### config.mk
export PLATFORM = sky130hd
export DESIGN_NAME = output_unchaining
export DESIGN_NICKNAME = d
export VERILOG_FILES = /design/src/rtl/output_unchaining.sv
export SDC_FILE = /design/constraint.sdc
export NUM_CORES = 1
export LEC_CHECK = 0
export ABC_AREA = 1
export CORE_ASPECT_RATIO = 0.5
export CORE_MARGIN = 2
export CORE_UTILIZATION = 38
export CTS_BUF_LIST = sky130_fd_sc_hd__clkbuf_2 sky130_fd_sc_hd__clkbuf_4 sky130_fd_sc_hd__clkbuf_8
export CTS_CLUSTER_DIAMETER = 200
export CTS_CLUSTER_SIZE = 8
export DETAILED_ROUTE_END_ITERATION = 16
export PLACE_DENSITY = 0.68
export SLEW_MARGIN = 20
export SYNTH_ARGS = -nofsm -noshare
export SYNTH_HDL_FRONTEND = slang
export SYNTH_SLANG_ARGS = --single-unit
### constraint.sdc
create_clock -name clk -period 1.35 [get_ports clk]
set_input_delay 0.27 -clock clk [delete_from_list [all_inputs] [get_ports clk]]
set_output_delay 0.27 -clock clk [all_outputs]
set_load 0.02 [all_outputs]
### src/rtl/output_unchaining.sv
// Serialises one wide chained word of OC0 lanes onto a narrow stream.
// Lane 0 goes first; done pulses the cycle after the last lane transfers.
module output_unchaining #(
    parameter int OC0         = 4,
    parameter int DATA_WID    = 16,
    parameter int COUNTER_WID = 2
) (
    input  logic                    clk,
    input  logic                    rst_n,
    input  logic                    en_output,
    input  logic [DATA_WID*OC0-1:0] chained_dat,
    input  logic                    chained_vld,
    output logic                    chained_rdy,
    output logic [DATA_WID-1:0]     output_dat,
    output logic                    output_vld,
    input  logic                    output_rdy,
    output logic                    done
);

    typedef enum logic {
        IDLE = 1'b0,
        SEND = 1'b1
    } state_t;

    localparam logic [COUNTER_WID-1:0] LAST = COUNTER_WID'(OC0 - 1);
    localparam logic [COUNTER_WID-1:0] ONE  = COUNTER_WID'(1);

    state_t                          state;
    state_t                          state_nxt;
    logic [COUNTER_WID-1:0]          cnt;
    logic [OC0-1:0][DATA_WID-1:0]    hold;
    logic                            done_q;

    logic is_last;
    logic xfer;
    logic load;

    assign is_last = (cnt == LAST);
    assign xfer    = output_vld && output_rdy;
    assign load    = chained_vld && chained_rdy;

    // State register
    always_ff @(posedge clk or negedge rst_n) begin
        if (!rst_n) begin
            state <= IDLE;
        end else begin
            state <= state_nxt;
        end
    end

    // Lane counter, holding register and done pulse
    always_ff @(posedge clk or negedge rst_n) begin
        if (!rst_n) begin
            cnt    <= '0;
            hold   <= '0;
            done_q <= 1'b0;
        end else begin
            done_q <= xfer && is_last;
            if (load) begin
                hold <= chained_dat;
                cnt  <= '0;
            end else if (xfer) begin
                cnt <= is_last ? '0 : cnt + ONE;
            end
        end
    end

    // Next-state: reload after the last lane keeps us in SEND with no bubble
    always_comb begin
        state_nxt = state;
        unique case (state)
            IDLE: begin
                if (load) state_nxt = SEND;
            end
            SEND: begin
                if (xfer && is_last && !load) state_nxt = IDLE;
            end
            default: state_nxt = IDLE;
        endcase
    end

    // Outputs: chained_rdy in SEND depends combinationally on output_rdy
    always_comb begin
        chained_rdy = 1'b0;
        output_vld  = 1'b0;
        output_dat  = hold[cnt];
        done        = done_q;
        unique case (state)
            IDLE: begin
                chained_rdy = rst_n && en_output;
            end
            SEND: begin
                output_vld  = en_output;
                chained_rdy = en_output && is_last && output_rdy;
            end
            default: begin
                chained_rdy = 1'b0;
            end
        endcase
    end

endmodule

==> key figures <==
Clock tree
  – Skew-Pair Late Insertion Delay: about 0.35 ns
  – Clock Sink Count: 68
  – H-tree levels: 3
  – Root Buffer: clkbuf_8
  – Total CTS buffers: 9
  – Cts hold-fix bufs: 0
  – Maximum clock insertion buffer count: 2
  – CTS tree: done
  – Clock transition at path regs: approximately 0.07 ns

STA
  – Fmax: between 0.5 and 0.6 GHz
  – RSZ-0062 raised after global routing: yes
  – Final hold viol count: 0
  – Final worst slack: -0.437 ns
  – Period utilization: 132%
  – Max-slew headroom: about two fifths
  – Crit path time final: 1.79 ns
  – Max-slew violations: 0
  – Actual slew at the worst max-slew pin: slightly below 0.9 ns
  – Hold WS: roughly 0.13 ns
  – Final setup violation count: between 80 and 90
  – Clk_skew: between 0.006 and 0.007 ns

Finish
  – Fin util: 61.7%
  – Number of cells in the finished layout apart from fillers: slightly above 600
  – Share of cells above drive strength 1: roughly 23%
  – Final instance area: about 5000 um^2
  – Area grow syn2layout: 56.6%
  – Antenna diodes: 0
  – Net count, final: 563

Yosys
  – Post-synth top area cell: dfrtp_1
  – Synth Cell Area: ~3200 um^2
  – Netlist cell types: 15
  – Synth top area share: a little over half
  – Synth warnings: 0
  – Post-Syn Nets: ~460
  – Cells after Synth: 393
  – Largest cells by area after synthesis: dfrtp_1 54%, nand2_1 16%, nand3_1 10%
  – Asr flop ratio synth: 100%
  – Top_reg_cell synth: dfrtp_1
  – Syn_area_per_cell: about 8.0 um^2
  – Yosys reg bits: between 60 and 70
  – Seq/Total Area, Yosys: 53.8%
  – Post-synth top cells: 137 x nand2_1, 68 x dfrtp_1, 66 x nand3_1
  – Post-synth EDFFs: 0
  – Most frequent cell after synthesis: nand2_1

Place
  – Port bufs: 87
  – Pre-CTS WS: -0.538 ns
  – DP HPWL: approximately 6 mm
  – Dpl cells: about 580
  – Placed inst area: between 4000 and 5000 um^2
  – Routability cong.: 0.863

Setup path
  – Critical path's slowest cell: dfrtp_2
  – CP endpoint kind: primary output
  – CP Class: reg2out
  – WP data arrival: between 1.5 and 2 ns
  – CP cell instances: buf_12 > ha_1 > nand4_1 > nand2_2 > buf_4
  – Crit path required time: around 1.1 ns
  – Critical Path Fanout Max: 9
  – CP startpoint kind: register
  – Crit-path max cell delay: ~0.45 ns

Pwr
  – Leakage: 0.00242 uW
  – Power density cells: ~2300 nW/um^2
  – Maximum vdd drop: about 0.85 mV

Route
  – Vias per cell: approximately 5.1
  – ANT nets after route: 0
  – Wirelength per Cell: approximately 17 um
  – First-pass DRT Iterations: 4
  – DR DRC count: 0
  – Via count: 3132
  – Initial drt markers: about 290
  – DRT Wirelength: 10.1 mm

Global routing
  – Pin count of the biggest net entering global routing: 69
  – Vias in the first global route: 2857
  – Initial antenna violation count: 0
  – Grt total ovfl: 0
  – Total GRT Usage: a little under a quarter
  – First-pass GRT wire length: roughly 16 mm

Outcome
  – Failing checks: negative setup slack
  – Status: finished, violations left

Floorplan
  – Die Y: ~70 um
  – Floorplan row count: 23
  – Ports: 88
  – Die ar.: just over 9000 um^2
  – Initial core utilization: roughly two fifths
  – Total core area: ~8000 um^2
  – Die width: around 130 um

Job
  – Max-cap viol count: 0

Min path
  – Hold Crit Class: in2async
## path summary, 6_finish.rpt
check / slack [ns] / endpoint / from / cells after the start
min: 0.13 / state / rst_n / 2
max in group asynchronous: 0.60 / cnt[0] / rst_n / 2
min in group clk: 0.41 / cnt[1] / en_output / 7
min reg2reg: 0.47 / hold[52] / hold[52] / 2
max reg2reg: -0.41 / hold[48] / cnt[0] / 9
max: -0.44 / chained_rdy / cnt[0] / 5
## placed cells by master (no fill, tap or decap)
| cell | instances |
|---|---|
| inv_2 | 2 |
| nor2_4 | 7 |
| clkbuf_8 | 11 |
| o21ai_1 | 13 |
| clkdlybuf4s50_1 | 65 |
| nand4_1 | 1 |
| clkbuf_4 | 2 |
| buf_6 | 12 |
| dlymetal6s2s_1 | 1 |
| dlygate4sd2_1 | 1 |
| ha_1 | 1 |
| nor2_2 | 9 |
| or2_2 | 1 |
| nor2_1 | 16 |
| nand3_1 | 66 |
| buf_2 | 2 |
| inv_1 | 5 |
| dfrtp_2 | 1 |
| nand2_2 | 2 |
| clkinv_2 | 2 |
| dfrtp_1 | 67 |
| buf_4 | 19 |
| buf_8 | 3 |
| o22ai_2 | 16 |
| o21ai_4 | 4 |
| nand2_1 | 134 |
| o21ai_0 | 13 |
| nand2_8 | 1 |
| o21ai_2 | 4 |
| buf_16 | 7 |
| buf_12 | 8 |
| bufbuf_16 | 1 |
## cells by family after synthesis
logic type / after synthesis / share of synthesized area, %
AOI/OAI and AO/OA: 50 / 8.54
buffers and inverters: 37 / 6.37
DFF: 68 / 53.8
adders and majority gates: 1 / 0.396
and+or+nand+nor: 237 / 30.9
## worst max-delay path: cells and delay by family (launching register included)
family / cells / cell delay, ns
adder cells (fa/ha/maj): 1 / 0.21
buffers and inverters: 2 / 0.32
flip-flops: 1 / 0.45
AND/OR/NAND/NOR: 2 / 0.19
## per-stage QoR
stage | setup TNS (ns) | total power (uW)
global placement | -29.65 | 8220
floorplan | -0.105 | 6270
CTS | -28.28 | 10900
global route | -32.49 | 11800
detailed placement | -31.32 | 8310
finish | -26.14 | 11200
## layout make-up
| cell class | count | area (um^2) |
|---|---|---|
| multi-input combinational | 288 | 1520 |
| inverter | 7 | 26.3 |
| fill | 689 | 3080 |
| tap | 112 | 140 |
| sequential | 68 | 1700 |
| timing repair buffer | 119 | 1390 |
| clock inverter | 2 | 10.0 |
| clock buffer | 13 | 166 |
## where the power goes
part           leakage [uW]  internal, uW  switching [uW]  total (uW)
combinational       0.00147          2900            3080        5980
sequential         0.000854          2940             706        3650
clock             0.0000961           792             747        1540
total               0.00242          6630            4540       11200
## sequential cells by signal (all words and copies together) (netlist names)
| register | flops |
|---|---|
| hold | 64 |
| state | 1 |
| done | 1 |
| cnt | 2 |
## per-layer routing
metal	global-route usage [%]	vias to the layer above	routed length [um]
met1	34.4	1506	4810
met3	6.51	6	900
li1	-	1493	-
met4	7.39	0	85
met2	32.8	127	4340
met5	0	-	0
## what timing repair did
action,4_1_cts,5_1_grt
resized for setup,155,27
gates cloned,8,0
pin swaps,8,0
endpoints found under the setup margin,86,85
setup buffers,3,1
(Power assumes the default switching activity.)
